**config.mk**
```make
export PLATFORM = sky130hd
export DESIGN_NAME = fm_tx_sequencer
export DESIGN_NICKNAME = d
export VERILOG_FILES = /design/src/rtl/fm_pkg.sv /design/src/rtl/fm_seq_watchdog.sv /design/src/rtl/fm_tx_sequencer.sv
export SDC_FILE = /design/constraint.sdc
export NUM_CORES = 1
export LEC_CHECK = 0
export BUFFER_PORTS_ARGS = -buffer_cell sky130_fd_sc_hd__buf_4
export CAP_MARGIN = 25
export CORE_MARGIN = 1
export CORE_UTILIZATION = 42
export DETAILED_ROUTE_END_ITERATION = 16
export PLACE_DENSITY = 0.67
export SYNTH_ARGS = -nofsm -noshare
export SYNTH_HDL_FRONTEND = slang
export SYNTH_HIERARCHICAL = 1
export SYNTH_SLANG_ARGS = --single-unit
```
**constraint.sdc**
```tcl
create_clock -name clk10m -period 9.8 [get_ports clk10m]
set_clock_uncertainty 0.05 [all_clocks]
set_input_delay 1.96 -clock clk10m [delete_from_list [all_inputs] [get_ports clk10m]]
set_output_delay 1.96 -clock clk10m [all_outputs]
set_load 0.01 [all_outputs]
```
**src/rtl/fm_pkg.sv**
```systemverilog
// Shared constants for the FM transmit sequencer.
// The state encoding is exported on seq_state, so it is pinned here.
package fm_pkg;

  localparam int REG_SIZE    = 25;
  localparam int AUDIO_WIDTH = 16;
  localparam int PHASE_INC   = 13681057;
  localparam int GAIN_W      = 5;

  typedef logic [1:0] st_t;

  localparam st_t ST_IDLE = 2'd0;
  localparam st_t ST_RAMP = 2'd1;
  localparam st_t ST_RUN  = 2'd2;
  localparam st_t ST_MUTE = 2'd3;

endpackage

```
**src/rtl/fm_seq_watchdog.sv**
```systemverilog
// Strobe watchdog: counts enabled cycles since the last clear and
// flags expiry while the count sits at TIMEOUT_CYCLES-1.
module fm_seq_watchdog #(
  parameter int TIMEOUT_CYCLES = 2048
) (
  input  logic clk10m,
  input  logic rst,
  input  logic clear,
  input  logic enable,
  output logic expire
);

  localparam int CW =
    (TIMEOUT_CYCLES > 2) ? $clog2(TIMEOUT_CYCLES) : 1;
  localparam logic [CW-1:0] LAST = CW'(TIMEOUT_CYCLES - 1);

  logic [CW-1:0] cnt_q;
  logic [CW-1:0] cnt_d;

  always_comb begin
    cnt_d = cnt_q;
    if (clear || !enable)
      cnt_d = '0;
    else if (cnt_q != LAST)
      cnt_d = cnt_q + CW'(1);
  end

  always_ff @(posedge clk10m or posedge rst) begin
    if (rst)
      cnt_q <= '0;
    else
      cnt_q <= cnt_d;
  end

  // Expiry is independent of clear so the caller can let a strobe win.
  assign expire = enable && (cnt_q == LAST);

endmodule

```
**src/rtl/fm_tx_sequencer.sv**
```systemverilog
// FM carrier sequencer: IDLE/RAMP/RUN/MUTE control of the DDS increment.
// FM_SEQ_RAMP_EN enables the soft gain ramp; otherwise start is direct to RUN.
module fm_tx_sequencer #(
  parameter int REG_SIZE       = fm_pkg::REG_SIZE,
  parameter int AUDIO_WIDTH    = fm_pkg::AUDIO_WIDTH,
  parameter int PHASE_INC      = fm_pkg::PHASE_INC,
  parameter int DEV_SHIFT      = 4,
  parameter int TIMEOUT_CYCLES = 2048,
  parameter int RAMP_STEP      = 64
) (
  input  logic                   clk10m,
  input  logic                   rst,
  input  logic                   tx_enable,
  input  logic [AUDIO_WIDTH-1:0] sample_in,
  input  logic                   sample_strobe,
  output logic [REG_SIZE-1:0]    inc_value,
  output logic                   carrier_en,
  output logic [1:0]             seq_state,
  output logic [7:0]             underrun_cnt
);

  import fm_pkg::GAIN_W;
  import fm_pkg::st_t;
  import fm_pkg::ST_IDLE;
  import fm_pkg::ST_RAMP;
  import fm_pkg::ST_RUN;
  import fm_pkg::ST_MUTE;

  localparam int PW = AUDIO_WIDTH + GAIN_W + 1;
  localparam int RW = (RAMP_STEP > 2) ? $clog2(RAMP_STEP) : 1;

  localparam logic [RW-1:0]       RAMP_LAST = RW'(RAMP_STEP - 1);
  localparam logic [REG_SIZE-1:0] CENTRE    = REG_SIZE'(PHASE_INC);
  localparam logic [GAIN_W-1:0]   GAIN_FULL = GAIN_W'(16);
  localparam logic [GAIN_W-1:0]   GAIN_PRE  = GAIN_W'(15);

`ifdef FM_SEQ_RAMP_EN
  localparam st_t               ST_START = ST_RAMP;
  localparam logic [GAIN_W-1:0] GAIN_RST = '0;
`else
  localparam st_t               ST_START = ST_RUN;
  localparam logic [GAIN_W-1:0] GAIN_RST = GAIN_FULL;
`endif

  st_t                  state_q, state_d;
  logic [REG_SIZE-1:0]  inc_q, inc_d;
  logic                 carrier_q, carrier_d;
  logic [GAIN_W-1:0]    gain_q, gain_d;
  logic [RW-1:0]        ramp_q, ramp_d;
  logic [7:0]           und_q, und_d;

  logic                 active;
  logic                 gain_step;
  logic                 ramp_full;
  logic                 expire;
  logic                 wd_clear;

  logic signed [AUDIO_WIDTH-1:0] smp_s;
  logic signed [GAIN_W:0]        gain_s;
  logic signed [PW-1:0]          prod;
  logic signed [PW-1:0]          scaled;
  logic signed [PW-1:0]          dev;
  logic [REG_SIZE-1:0]           dev_ext;

  assign active    = (state_q == ST_RAMP) || (state_q == ST_RUN);
  assign gain_step = sample_strobe && (state_q == ST_RAMP) &&
                     (ramp_q == RAMP_LAST);
  assign ramp_full = gain_step && (gain_q == GAIN_PRE);

  assign smp_s   = $signed(sample_in);
  assign gain_s  = $signed({1'b0, gain_q});
  assign prod    = PW'(smp_s) * PW'(gain_s);
  assign scaled  = prod >>> 4;
  assign dev     = scaled >>> DEV_SHIFT;
  assign dev_ext = REG_SIZE'(dev);

  // Any state change restarts the strobe watchdog.
  assign wd_clear = sample_strobe || (state_d != state_q);

  fm_seq_watchdog #(
    .TIMEOUT_CYCLES(TIMEOUT_CYCLES)
  ) u_wd (
    .clk10m(clk10m),
    .rst   (rst),
    .clear (wd_clear),
    .enable(active),
    .expire(expire)
  );

  always_ff @(posedge clk10m or posedge rst) begin
    if (rst)
      state_q <= ST_IDLE;
    else
      state_q <= state_d;
  end

  always_comb begin
    state_d = state_q;
    if (!tx_enable) begin
      state_d = ST_IDLE;
    end else begin
      unique case (state_q)
        ST_IDLE: state_d = ST_START;
        ST_RAMP: begin
          if (sample_strobe) begin
            if (ramp_full)
              state_d = ST_RUN;
          end else if (expire) begin
            state_d = ST_MUTE;
          end
        end
        ST_RUN: begin
          if (!sample_strobe && expire)
            state_d = ST_MUTE;
        end
        ST_MUTE: begin
          if (sample_strobe)
            state_d = ST_START;
        end
      endcase
    end
  end

  always_comb begin
    inc_d     = inc_q;
    carrier_d = (state_d != ST_IDLE);
    gain_d    = gain_q;
    ramp_d    = ramp_q;
    und_d     = und_q;

    if (state_d == ST_IDLE || state_d == ST_MUTE)
      inc_d = CENTRE;
    else if (active && sample_strobe)
      inc_d = CENTRE + dev_ext;

    if (state_d == ST_IDLE) begin
      gain_d = GAIN_RST;
      ramp_d = '0;
    end else if (state_d == ST_RAMP && state_q != ST_RAMP) begin
      gain_d = '0;
      ramp_d = '0;
    end else if (state_q == ST_RAMP && sample_strobe) begin
      ramp_d = ramp_q + RW'(1);
      if (gain_step) begin
        ramp_d = '0;
        gain_d = gain_q + GAIN_W'(1);
      end
    end

    if (active && state_d == ST_MUTE && und_q != 8'hFF)
      und_d = und_q + 8'd1;
  end

  always_ff @(posedge clk10m or posedge rst) begin
    if (rst) begin
      inc_q     <= CENTRE;
      carrier_q <= 1'b0;
      gain_q    <= GAIN_RST;
      ramp_q    <= '0;
      und_q     <= '0;
    end else begin
      inc_q     <= inc_d;
      carrier_q <= carrier_d;
      gain_q    <= gain_d;
      ramp_q    <= ramp_d;
      und_q     <= und_d;
    end
  end

  assign inc_value    = inc_q;
  assign carrier_en   = carrier_q;
  assign seq_state    = state_q;
  assign underrun_cnt = und_q;

endmodule

```
# Word-level counts from Yosys, hierarchy flattened

Cells that the tools add are included.

Input bits: 20
Output and inout bits: 36
Logic and storage cells: 67
Register bits after elaboration: 58

Multipliers: 1
Eq/ne operators: 12
Muxes and demuxes: 19
$add $sub $neg: 5
Reduce and logical (&&, ||, !) cells: 23

Operators by type and width:

| cell                                                             | count |
|---|---|
| 25-bit two-way mux                                               | 2 |
| 24-bit by 25-bit adder with 25-bit output (first input constant) | 1 |
| 6-bit two-way mux                                                | 4 |
| 16-bit by 6-bit multiplier with 22-bit output                    | 1 |
| 11-bit two-way mux                                               | 2 |
| 5-bit two-way mux                                                | 4 |
| 2-bit two-way mux                                                | 6 |
| 11-bit by 1-bit adder with 11-bit output (second input constant) | 1 |
| 11-bit == test (second input constant)                           | 1 |
| 11-bit != test (second input constant)                           | 1 |
| 1-bit logical AND                                                | 9 |
| 8-bit by 1-bit adder with 8-bit output (second input constant)   | 1 |
| 8-bit != test (second input constant)                            | 1 |
| 2-bit case mux with 4 select lines                               | 1 |
| 6-bit by 1-bit adder with 6-bit output (second input constant)   | 1 |
| 2-bit == test (second input constant)                            | 3 |
| 6-bit == test (second input constant)                            | 1 |
| 2-bit nonzero test                                               | 3 |
| 3-bit nonzero test                                               | 2 |
| 5-bit by 1-bit adder with 5-bit output (second input constant)   | 1 |
| 5-bit by 4-bit == test with 1-bit output (second input constant) | 1 |
| 2-bit by 1-bit == test with 1-bit output (second input constant) | 2 |
| 2-bit zero test                                                  | 2 |
| 1-bit logical OR                                                 | 4 |
| 4 further kinds                                                  | 5 |

# Logic depth before layout (Yosys ltp)

Gate-level depths: netlist (run 1).

Depth in word-level cells: 12
Gate-level depth with buffers: 19
Depth with buffers taken out: 17

# Hierarchy

The synthesis (run 1) kept the hierarchy.

Modules (own cells, without submodules):

| module          | area an instance (sq um) | seq. area each (sq um) | times used | cells each |
|---|---|---|---|---|
| fm_tx_sequencer | 5340.1                   | 984.7                  | 1          | 590 |
| fm_seq_watchdog | 580.6                    | 275.3                  | 1          | 55 |

# Worst setup path after synthesis (run 1)

No wires, ideal clock.

Path kind: input to register
From: in sample_in[3]
To: reg inc_q[14], in the netlist inc_value[14]
Library setup time: 60 ps
Stages on the path: 17
Arrival time: 6172 ps
Setup slack: 3518 ps
Required time: 9690 ps
Cells stage by stage: and2_1 > fa_1 > inv_1 > fa_1 > inv_1 > fa_1 > ha_1 > a211oi_2 > o31ai_1 > o21ai_0 > and2_1 > ha_1 > inv_1 > o41a_1 > o211ai_2 > nor3b_1 > o22a_1

Word-level cells in the longest chain between the ends: 4

RTL lines:

| element                                       | RTL line               | source |
|---|---|---|
| start: declaration                            | fm_tx_sequencer.sv:14  | `input logic [AUDIO_WIDTH-1:0] sample_in,` |
| 16-bit by 6-bit multiplier with 22-bit output | fm_tx_sequencer.sv:72  | `assign prod = PW'(smp_s) * PW'(gain_s);` |
| 24-bit by 25-bit adder with 25-bit output     | fm_tx_sequencer.sv:134 | `inc_d = CENTRE + dev_ext;` |
| 25-bit two-way mux                            | fm_tx_sequencer.sv:133 | `else if (active && sample_strobe)` |
| 25-bit two-way mux                            | fm_tx_sequencer.sv:131 | `if (state_d == ST_IDLE \|\| state_d == ST_MUTE)` |
| end signal: assignment                        | fm_tx_sequencer.sv:162 | `inc_q <= inc_d;` |
| end: declaration                              | fm_tx_sequencer.sv:46  | `logic [REG_SIZE-1:0] inc_q, inc_d;` |

Every way passes these cells. The select of a mux whose other input is x is not followed.
A chain may end at the register's enable or synchronous reset.

# Worst setup path in the final report (run 1)

Same ends and word-level chain as after synthesis.

==> results of run 1 <==
==> worst min-delay path by stage <==
| stage | from | end | slack [ns] | cells past startpoint |
|---|---|---|---|---|
| 2_1_floorplan | inc_value[20]$_DFFE_PP1P_ | inc_value[20]$_DFFE_PP1P_ | 0.45 | 1 |
| 3_3_place_gp | inc_value[2]$_DFFE_PP0P_ | inc_value[2]$_DFFE_PP0P_ | 0.42 | 2 |
| 3_5_place_dp | inc_value[4]$_DFFE_PP0P_ | inc_value[4]$_DFFE_PP0P_ | 0.43 | 2 |
| 4_1_cts | inc_value[4]$_DFFE_PP0P_ | inc_value[4]$_DFFE_PP0P_ | 0.45 | 2 |
| 5_1_grt | inc_value[4]$_DFFE_PP0P_ | inc_value[4]$_DFFE_PP0P_ | 0.47 | 2 |
| 6_report | inc_value[4]$_DFFE_PP0P_ | inc_value[4]$_DFFE_PP0P_ | 0.44 | 2 |
==> state kept, by name, indices dropped and copies added, names as in the netlist <==
| register | flops |
|---|---|
| carrier_en | 1 |
| underrun_cnt | 8 |
| inc_value | 17 |
| u_wd/cnt_q | 11 |
| seq_state | 2 |
| gain_q | 5 |
| ramp_q | 6 |
==> kinds of logic (layout without fill, tap and decap cells) <==
group | after synthesis | in the layout | synth area share [%]
fa+ha+maj | 101 | 101 | 27.43
mux | 3 | 3 | 0.5494
xor+xnor | 40 | 40 | 6.044
compound gates | 97 | 97 | 12.95
flops | 50 | 50 | 21.28
other cells | 2 | 8 | 0.1268
simple gates | 243 | 243 | 23.22
buf+inv | 109 | 139 | 8.390
==> per-stage QoR <==
step | total power (W) | worst slack, ns | instances
after floorplan | 0.0002780 | 3.518 | 651
after global routing | 0.0005189 | 2.949 | 861
after detailed placement | 0.0003005 | 3.005 | 853
after global placement | 0.0002980 | 3.164 | 853
after CTS | 0.0005006 | 3.281 | 861
final | 0.0004949 | 3.298 | 861
==> synthesized netlist by cell type, drive strengths merged (13+ instances only) <==
master	count	area share, %
nor2	31	2.0
inv	83	5.3
nand4	13	2.0
fa	48	16
o21ai	20	1.7
nor3	18	1.8
nand2	61	3.9
ha	53	11
xnor2	25	3.7
and2	73	7.8
a21oi	20	1.8
dfrtp	43	18
xor2	15	2.3
nand3	14	1.5
buf	16	2.3
==> area by class of cell <==
cell class	instances	area (um^2)	area share, %
clock buffers	7	142.6	2.189
clock inverters	1	30.03	0.4608
inverters	83	311.5	4.781
multi-input cells	492	4187	64.25
flip-flops and latches	50	1260	19.34
well taps	180	225.2	3.456
repair buffers	48	360.3	5.530
==> per-layer routing <==
layer,up-vias,global-route usage (%)
met5,-,0
met4,0,2.083
met3,6,1.887
met2,49,31.72
met1,2209,23.36
li1,2211,-
==> worst register-to-register path, cell delays in order, from the launching register on <==
cell	delay (ns)
dfrtp_1	0.73
nand2_1	0.29
fa_1	0.72
fa_1	0.48
fa_1	0.56
inv_1	0.05
ha_1	0.37
nand2_1	0.12
o21ai_1	0.26
mux2_2	0.38
a211o_1	0.30
a311oi_4	0.45
nand3_4	0.13
o311a_1	0.31
a221o_1	0.25
==> cells in the final DEF, fill, tap and decap left out, types with 3 or more instances in the layout <==
| cell | netlist | layout |
|---|---|---|
| fa_1 | 48 | 48 |
| clkbuf_16 | 0 | 5 |
| and2_2 | 6 | 6 |
| and2_1 | 67 | 67 |
| dfrtp_1 | 43 | 43 |
| nand2b_1 | 3 | 3 |
| nor2b_1 | 4 | 4 |
| conb_1 | 2 | 8 |
| a31oi_1 | 7 | 7 |
| or3_1 | 4 | 4 |
| a21oi_1 | 19 | 19 |
| o21ai_0 | 17 | 17 |
| and3_1 | 4 | 4 |
| inv_1 | 83 | 83 |
| nand3_1 | 12 | 12 |
| o211ai_2 | 4 | 4 |
| xor2_1 | 14 | 14 |
| and4_4 | 3 | 3 |
| o21ai_1 | 3 | 3 |
| ha_1 | 53 | 53 |
| nand2_1 | 61 | 61 |
| nand4_1 | 10 | 10 |
| a211oi_1 | 4 | 4 |
| a211oi_2 | 6 | 6 |
| dfstp_2 | 7 | 7 |
| nor3_2 | 3 | 3 |
| o21a_1 | 3 | 3 |
| nor2_1 | 31 | 31 |
| buf_4 | 8 | 48 |
| o211ai_1 | 7 | 7 |
| xnor2_1 | 25 | 25 |
| nor3_1 | 15 | 15 |
==> power by group through the flow <==
| stage | Combinational (W) | Clock (W) | Sequential, W |
|---|---|---|---|
| 5_1_grt | 0.0000934 | 0.000211 | 0.000214 |
| 6_report | 0.0000822 | 0.000199 | 0.000214 |
| 4_1_cts | 0.0000834 | 0.000204 | 0.000214 |
| 2_1_floorplan | 0.0000598 | 0 | 0.000218 |
| 3_5_place_dp | 0.0000830 | 0 | 0.000217 |
| 3_3_place_gp | 0.0000806 | 0 | 0.000217 |
==> summary.md, run 1 <==
| Metric | Value |
|---|---|
| Crit path depth | 18 |
| Crit path from | sample_in[3] |
| Crit Path Max Fanout | 6 |
| Worst slew pin tran | 0.9359 ns |
| IO Count | 56 |
| Mean Syn Cell Area | 9.179 um^2 |
| F_max | 153.8 MHz |
| Gp weighted congestion | 0.8391 |
| Antenna-violating nets left | 0 |
| Post-Layout Inst Area | 0.006516 mm^2 |
| Reg power frac | 43.2% |
| Final min period | 6.502 ns |
| # setup viols final | 0 |
| Synth async-reset ratio | 100.0% |
| Startpoint types | input pin |
| Crit path max-delay family | adder cells |
| Met1 wire length | 5.622 mm |
| Post-synthesis sequential area ratio | 21.28% |
| Max Root-Sink Buffers | 2 |
| CP max stage delay | 0.54 ns |
| CP Class | in -> reg |
| R2R setup slack | ~4.2 ns |
| CP Capture Type | register |
| Cell Area, Synth | 0.005921 mm^2 |
| Die Height | 120.7 um |
| Comb power frac | ~17% |
| HP Class | reg -> reg |
| Core ar. | between 0.01 and 0.015 mm^2 |
| Clock latency on the worst-skew pair | 0.29 ns |
| First-pass DRT Iterations | 12 |
| Flops & latches, synth | 50 |
| Via count | 4,475 |
| Total GRT Usage | 17.63% |
| Clock-pin slew on the worst setup and hold paths | approximately 0.060 ns |
| Die area | around 0.015 mm^2 |
| DRC viols | 2 |
| Max Slew Vio Count | 0 |
| Status | finished, violations left |
| CTS tree | done |
| Crit path cell chain | buf_4 > and2_1 > fa_1 > inv_1 > fa_1 > inv_1 > fa_1 > ha_1 > a211oi_2 > o31ai_1 > o21ai_0 > and2_1 > ha_1 > inv_1 > o41a_1 > o211ai_2 > nor3b_1 > o22a_1 |
| Final Cycle Share | 66.35% |
| DP HPWL | 9.607 mm |
| Cell count after synthesis | ~650 |
| Clock Power Share | between 40% and 50% |
| CTS Buf Count | 5 |
| Initial DRC Count | 209 |
| Critical Path AT | about 6.7 ns |
| Sink Count | 50 |
| Root buffer selected by CTS | clkbuf_16 |
| Hold Fails Final Rpt | 0 |
| PwrDens | 75.94 mW/mm^2 |
| Max VDD drop | 0.08052 mV |
| Max Cap Viol | 0 |
| Unique cell type count in the Yosys netlist | 80 |
| Ant. Diodes | 0 |
| CP Data Required Time | 9.98 ns |
| Sw frac | 25.08% |
| Share of cells above drive strength 1 | between 10% and 20% |
| Avg WL per Cell | ~14 um |
| Cts repair resizes | 0 |
| Worst r2r src | gain_q[0]$_DFFE_PP0P_ |
| Largest net degree at the start of global routing | 40 |
| Number of synthesized flops with an enable pin | 0 |
| Setup bufs post-CTS | 0 |
| Depth of the worst register-to-register path | 14 |
| Hold-fix buffers, CTS | 0 |
| Synth-to-Final Area Change | 10.06% |
| Vias in the first global route | about 4,600 |
| DR top layer | met4 |
| Area post-placement | ~0.0063 mm^2 |
| Cell at the slowest stage of the critical path | fa_1 |
| Vias per cell | around 5.2 |
| Die X-Extent | 120.7 um |
| Failing checks | DRC |
| CTS H-tree lvls | 2 |
| Buffer and inverter count on the worst path | 4 |
| Slew HR | a little under two fifths |
| RR Endpoint | inc_value[13]$_DFFE_PP0P_ |
| Initial antenna violation count | 0 |
| I/O Buffers | 47 |
| Final #Nets | 801 |
| Met3 WL | 309 um |
| Global route overflow | 0 |
| Starting Density | between 40% and 50% |
| # rows | 43 |
| NetSw | 0.0001241 W |
| Unrepaired setup endpoints after global routing | no |
| Leakage power | 3.101 nW |
| Internal power | 0.0003707 W |
| Routed WL | 11.96 mm |
| Top FF cell, synth | dfrtp_1 |
| YS warnings | 6 |
| # fillers | around 1,300 |
| Met2 WL | between 5 and 6 mm |
| Setup TNS | 0 ns |
| Fin Hold WS | 0.4412 ns |
| First-pass GRT wire length | around 21 mm |
| Util after Layout | a little under half |
| Critical Path End | inc_value[14]$_DFFE_PP1P_ |
Note: power is estimated with default switching activity, not from simulation.
==> run 2: changes to the inputs <==
--- a/config.mk
+++ b/config.mk
@@ -10,7 +10,7 @@
 export CORE_MARGIN = 1
 export CORE_UTILIZATION = 42
 export DETAILED_ROUTE_END_ITERATION = 16
-export PLACE_DENSITY = 0.67
+export PLACE_DENSITY = 0.69
 export SYNTH_ARGS = -nofsm -noshare
 export SYNTH_HDL_FRONTEND = slang
 export SYNTH_HIERARCHICAL = 1
==> constraint.sdc (replaced) <==
create_clock -name clk10m -period 5.4 [get_ports clk10m]
set_clock_uncertainty 0.05 [all_clocks]
set_input_delay 1.08 -clock clk10m [delete_from_list [all_inputs] [get_ports clk10m]]
set_output_delay 1.08 -clock clk10m [all_outputs]
set_load 0.01 [all_outputs]
==> summary.md, run 2 (synthesized netlist as in run 1, its figures left out) <==
| Metric | Value |
|---|---|
| Worst Slack Setup Final | between 0.1 and 0.15 ns |
| Hold-fix buffers, CTS | 0 |
| Synth-to-Final Area Change | 23.27% |
| Hold Fails Final Rpt | 0 |
| F_max | about 190 MHz |
| Share of cells above drive strength 1 | 27.27% |
| Cell repeated most along the worst path | fa_1 |
| CTS Buf Count | 5 |
| First-pass DRT Iterations | 10 |
| DRC viols | 2 |
| Clock latency on the worst-skew pair | 0.29 ns |
| Max Root-Sink Buffers | 2 |
| Setup TNS | 0 ns |
| CTS tree | done |
| Sw frac | 26.19% |
| Cell at the slowest stage of the critical path | fa_1 |
| DP HPWL | 10.85 mm |
| Failing checks | DRC |
| Clock Power Share | 39.3% |
| CP max stage delay | about 0.53 ns |
| Die X-Extent | roughly 120 um |
| Reg area | 0.001260 mm^2 |
| Sink Count | 50 |
| PwrDens | approximately 130 mW/mm^2 |
| Via count | 4,869 |
| Internal power | 0.0006970 W |
| # fillers | roughly 1,200 |
| # rows | 43 |
| Largest net degree at the start of global routing | 40 |
| Clock-pin slew on the worst setup and hold paths | approximately 0.06 ns |
| CP Class | in -> reg |
| Total power draw | roughly 0.00094 W |
| Met1 wire length | 5.975 mm |
| CP Data Required Time | 5.58 ns |
| # setup viols final | 0 |
| HP Class | reg -> reg |
| Crit Path Max Fanout | 5 |
| Starting Density | 42.82% |
| Most common cell after layout, fill and taps aside | buf_4 |
| Crit path from | sample_in[5] |
| Gp weighted congestion | 0.8815 |
| Post-Layout Inst Area | 0.007298 mm^2 |
| Final #Nets | 879 |
| Fin Hold WS | 0.4464 ns |
| Post-Place Worst Slack | -0.2371 ns |
| Vias per cell | between 5 and 6 |
| Startpoint types | input pin |
| DR top layer | met4 |
| Vias in the first global route | 5,130 |
| Root buffer selected by CTS | clkbuf_16 |
| I/O Buffers | 47 |
| Max Cap Viol | 0 |
| Crit path cell chain | buf_4 > and2_4 > fa_1 > inv_1 > fa_1 > inv_1 > fa_1 > ha_4 > buf_6 > nand4_1 > or4_4 > o211ai_4 > o211ai_2 > o31ai_4 > a211oi_2 > buf_4 > or4_4 > nand3_2 |
| Max VDD drop | 0.1296 mV |
| Worst slew pin tran | 0.9724 ns |
| Global route overflow | 0 |
| Final min period | about 5.3 ns |
| Max Slew Vio Count | 0 |
| Status | finished, violations left |
| Multi-input gate area in the final layout | 0.004375 mm^2 |
| Routed WL | roughly 14 mm |
| CTS H-tree lvls | 2 |
| NetSw | 0.0002473 W |
| Die area | 0.01458 mm^2 |
| Hold Crit Start | inc_value[20]$_DFFE_PP1P_ |
| First-pass GRT wire length | 23.39 mm |
| Comb power frac | between 10% and 20% |
| CP Capture Type | register |
| Most frequent cells in the layout | buf_4, inv_1, and2_1 |
| Initial antenna violation count | 0 |
| Core ar. | 0.01383 mm^2 |
| Worst r2r src | gain_q[2]$_DFFE_PP0P_ |
| Final Cycle Share | 97.94% |
| Met2 WL | 7.307 mm |
| Met3 WL | 273 um |
| Buffer and inverter count on the worst path | 5 |
| Number of flip-flops in the largest register | 17 |
| Critical Path AT | 5.47 ns |
| Ant. Diodes | 0 |
| Total GRT Usage | 19.65% |
| Leakage power | 3.534 nW |
| Area post-placement | about 0.0069 mm^2 |
| Initial DRC Count | about 200 |
| Antenna-violating nets left | 0 |
| Reg power frac | 41.1% |
| Crit path max-delay family | adder cells |
| IO Count | 56 |
| Unrepaired setup endpoints after global routing | yes |
| Die Height | 120.7 um |
| Avg WL per Cell | 14.65 um |
| Slew HR | roughly a third |
## run 2: changes by cell type in the layout (fill, tap and decap cells not counted), moves of 2 or more
cell,change
buf_4,+76
ha_1,-3
ha_4,+3
o21ai_0,-3
o21ai_2,+3
a211oi_4,+2
a21oi_1,-2
and2_1,-2
and2_4,+2
buf_6,+2
nand3_1,-2
nand3_2,+2
xor2_1,-2
xor2_2,+2
## run 2: routing by layer
layer / vias to the layer above / track usage (%)
met1: 2422 / 23.93
met2: 78 / 37.18
li1: 2349 / -
met4: 0 / 4.707
met3: 20 / 1.557
met5: - / 0
## run 2: final timing paths
path                       slack, ns                        end  depth (start not counted)
setup / recovery                0.11  inc_value[11]$_DFFE_PP0P_                         18
min in group asynchronous       0.74  u_wd/cnt_q[4]$_DFFE_PP0P_                          2
hold reg to reg                 0.45  inc_value[20]$_DFFE_PP1P_                          1
hold / removal                  0.45  inc_value[20]$_DFFE_PP1P_                          1
setup reg to reg                0.29  inc_value[11]$_DFFE_PP0P_                         17
max in group asynchronous       4.06   inc_value[0]$_DFFE_PP1P_                          3
## run 2: through the flow
| step | cells | util [%] |
|---|---|---|
| detailed placement | 928 | 49.95 |
| global route | 939 | 52.78 |
| finish | 939 | 52.78 |
| floorplan | 651 | - |
| CTS | 936 | 51.20 |
| global placement | 928 | 49.95 |
## run 2: area by class of cell
class / instances / share of cell area (%)
clock buffers: 7 / 1.954
clock inverters: 1 / 0.4115
flip-flops and latches: 50 / 17.26
repair buffers: 126 / 13.06
well taps: 180 / 3.086
inverters: 83 / 4.269
multi-input cells: 492 / 59.95
## run 2: power groups by stage
stage / Clock, W / Combinational (W) / Sequential [W]
after floorplan: 0 / 0.000109 / 0.000396
after global placement: 0 / 0.000171 / 0.000394
after detailed placement: 0 / 0.000178 / 0.000395
after CTS: 0.000373 / 0.000179 / 0.000388
after global routing: 0.000392 / 0.000206 / 0.000388
final: 0.000371 / 0.000185 / 0.000388
## run 2: what timing repair did
action,4_1_cts,5_1_grt
setup endpoints to repair,0,8
gates resized for setup,0,34
setup buffers,0,4
==> run 3: changes to the inputs <==
--- a/config.mk
+++ b/config.mk
@@ -10,7 +10,8 @@
 export CORE_MARGIN = 1
 export CORE_UTILIZATION = 42
 export DETAILED_ROUTE_END_ITERATION = 16
-export PLACE_DENSITY = 0.69
+export GPL_TIMING_DRIVEN = 0
+export PLACE_DENSITY = 0.67
 export SYNTH_ARGS = -nofsm -noshare
 export SYNTH_HDL_FRONTEND = slang
 export SYNTH_HIERARCHICAL = 1
==> constraint.sdc (replaced) <==
create_clock -name clk10m -period 5.8 [get_ports clk10m]
set_clock_uncertainty 0.05 [all_clocks]
set_input_delay 1.16 -clock clk10m [delete_from_list [all_inputs] [get_ports clk10m]]
set_output_delay 1.16 -clock clk10m [all_outputs]
set_load 0.01 [all_outputs]
==> summary.md, run 3 (synthesized netlist as in run 1, its figures left out) <==
| Metric | Value |
|---|---|
| Fin Hold WS | 0.4446 ns |
| Status | finished, violations left |
| Routed WL | 12.52 mm |
| Max Cap Viol | 0 |
| Hold Crit Start | underrun_cnt[5]$_DFFE_PP0P_ |
| CTS H-tree lvls | 2 |
| CTS Buf Count | 5 |
| Crit path depth | 17 |
| Root buffer selected by CTS | clkbuf_16 |
| Avg WL per Cell | 14.14 um |
| Crit Path Max Fanout | 10 |
| I/O Buffers | between 40 and 50 |
| Gp weighted congestion | a little over 0.8 |
| Hold-fix buffers, CTS | 0 |
| Total GRT Usage | 18.26% |
| Die area | around 0.015 mm^2 |
| Critical Path AT | 5.70 ns |
| Final Cycle Share | around 95% |
| Cell at the slowest stage of the critical path | or4_4 |
| Sw frac | approximately a quarter |
| Leakage power | 3.224 nW |
| Final min period | 5.513 ns |
| Vias in the first global route | 4,752 |
| Synth-to-Final Area Change | 13.65% |
| Final #Nets | 825 |
| Number of flip-flops in the largest register | 17 |
| Max VDD drop | 0.1272 mV |
| Sink Count | 50 |
| Clock latency on the worst-skew pair | 0.29 ns |
| Via count | 4,629 |
| Largest net degree at the start of global routing | 40 |
| Slew HR | 30.35% |
| NetSw | 0.0002214 W |
| CP Capture Type | register |
| CTS tree | done |
| Crit path cell chain | buf_4 > and2_1 > fa_1 > fa_1 > inv_1 > fa_1 > inv_1 > ha_1 > buf_6 > nand4_1 > or4_4 > o211ai_2 > o211ai_2 > o41a_1 > o211ai_4 > nor3b_1 > o22a_1 |
| CP Class | in -> reg |
| F_max | 181.4 MHz |
| Hold Path Depth | 1 |
| Reg power frac | 42.8% |
| Crit path max-delay family | adder cells |
| Initial DRC Count | 221 |
| CP Data Required Time | 5.99 ns |
| Die X-Extent | about 120 um |
| Max Root-Sink Buffers | 2 |
| Hold Fails Final Rpt | 0 |
| Clock Power Share | just under 40% |
| Worst slew pin tran | between 1 and 1.5 ns |
| # rows | 43 |
| Vias per cell | 5.231 |
| Die Height | 120.7 um |
| Global route overflow | 0 |
| Max Slew Vio Count | 0 |
| Initial antenna violation count | 0 |
| Buffer and inverter count on the worst path | 4 |
| Failing checks | DRC |
| Worst r2r src | gain_q[4]$_DFFE_PP1P_ |
| Antenna-violating nets left | 0 |
| # fillers | 1,306 |
| Most common cell after layout, fill and taps aside | inv_1 |
| Startpoint types | input pin |
| Depth of the worst register-to-register path | 17 |
| Comb power frac | 17.8% |
| Core ar. | ~0.014 mm^2 |
| Ant. Diodes | 0 |
| DP HPWL | 10.22 mm |
| Starting Density | 42.82% |
| DRC viols | 2 |
| First-pass DRT Iterations | 10 |
| Most frequent cells in the layout | inv_1, and2_1, nand2_1 |
| Share of cells above drive strength 1 | a little under a fifth |
| PwrDens | ~130 mW/mm^2 |
| Clock-pin slew on the worst setup and hold paths | 0.07 ns |
| HP Class | reg -> reg |
| # setup viols final | 0 |
| Cell repeated most along the worst path | fa_1 |
| Crit path from | sample_in[6] |
| First-pass GRT wire length | ~22 mm |
| Internal power | 0.0006227 W |
| CP max stage delay | 0.55 ns |
| Total power draw | 0.0008442 W |
| IO Count | 56 |
==> run 3: changes by cell type in the layout (fill, tap and decap cells not counted), moves of 2 or more <==
| cell | change |
|---|---|
| buf_2 | +2 |
| nand3_2 | -2 |
| nand3_1 | +2 |
| ha_4 | -3 |
| ha_1 | +3 |
| and2_4 | -2 |
| clkbuf_2 | +3 |
| clkbuf_1 | +5 |
| o21ai_2 | -2 |
| buf_4 | -69 |
| buf_6 | +4 |
| and2_1 | +2 |
| o21ai_0 | +2 |
| a21oi_1 | +2 |
==> run 3: power groups by stage <==
stage               Sequential (W)  Clock [W]  Combinational (W)
detailed placement        0.000367          0           0.000149
floorplan                 0.000369          0           0.000101
global placement          0.000367          0           0.000145
CTS                       0.000361   0.000336           0.000150
global route              0.000362   0.000353           0.000169
finish                    0.000361   0.000333           0.000150
==> run 3: what timing repair did <==
| item | CTS | global route |
|---|---|---|
| endpoints found under the hold margin | 0 | 0 |
| gates resized for setup | 1 | 12 |
| setup endpoints to repair | 2 | 6 |
| pin swaps | 0 | 3 |
| setup buffers | 0 | 1 |
==> run 3: worst register-to-register path, stage by stage, from the launching register on <==
cell and delay [ns]:
dfstp_2 0.67, clkbuf_1 0.39, and2_1 0.21, ha_1 0.25, fa_1 0.53, inv_1 0.05
fa_1 0.52, inv_1 0.04, ha_1 0.29, buf_6 0.14, a21oi_1 0.21, o21ai_0 0.27
or4_1 0.46, nand4_1 0.23, o31ai_4 0.13, a211oi_2 0.44, nor3_1 0.11, a221o_1 0.31
==> run 3: path summary, 6_finish.rpt <==
path	slack [ns]	to
min in group asynchronous	0.83	u_wd/cnt_q[7]$_DFFE_PP0P_
hold / removal	0.44	underrun_cnt[5]$_DFFE_PP0P_
max in group asynchronous	4.19	ramp_q[4]$_DFFE_PP0P_
hold reg to reg	0.44	underrun_cnt[5]$_DFFE_PP0P_
setup reg to reg	0.38	inc_value[13]$_DFFE_PP0P_
setup / recovery	0.29	inc_value[14]$_DFFE_PP1P_
==> run 3: final cells by class <==
class                      instances  area (um^2)  share of cell area (%)
buffer                            25        185.2                   2.752
clock buffer                       6        128.9                   1.915
clock inverter                     2        37.54                  0.5578
inverter                          83        311.5                   4.630
multi-input combinational        492         4228                   62.83
sequential                        50         1260                   18.72
tap                              180        225.2                   3.347
timing repair buffer              47        352.8                   5.244
==> run 3: metrics by stage <==
| step | util, % | instance area [um^2] | TNS [ns] | setup slack, ns | std cells |
|---|---|---|---|---|---|
| floorplan | - | 5943 | 0 | 0.3182 | 651 |
| global placement | 47.11 | 6514 | -0.2914 | -0.1599 | 877 |
| detailed placement | 47.11 | 6514 | -0.5445 | -0.1812 | 877 |
| CTS | 48.32 | 6681 | 0 | 0.04614 | 885 |
| global route | 48.67 | 6729 | -0.02206 | -0.02206 | 885 |
| finish | 48.67 | 6729 | 0 | 0.2870 | 885 |
==> run 3: layer usage <==
metal,GRT usage (%),vias to the layer above,share of wire (%)
met1,24.26,2278,46
met3,2.123,13,3.2
met2,31.93,80,50
met5,0,-,0
met4,3.704,0,0.85
li1,-,2258,-
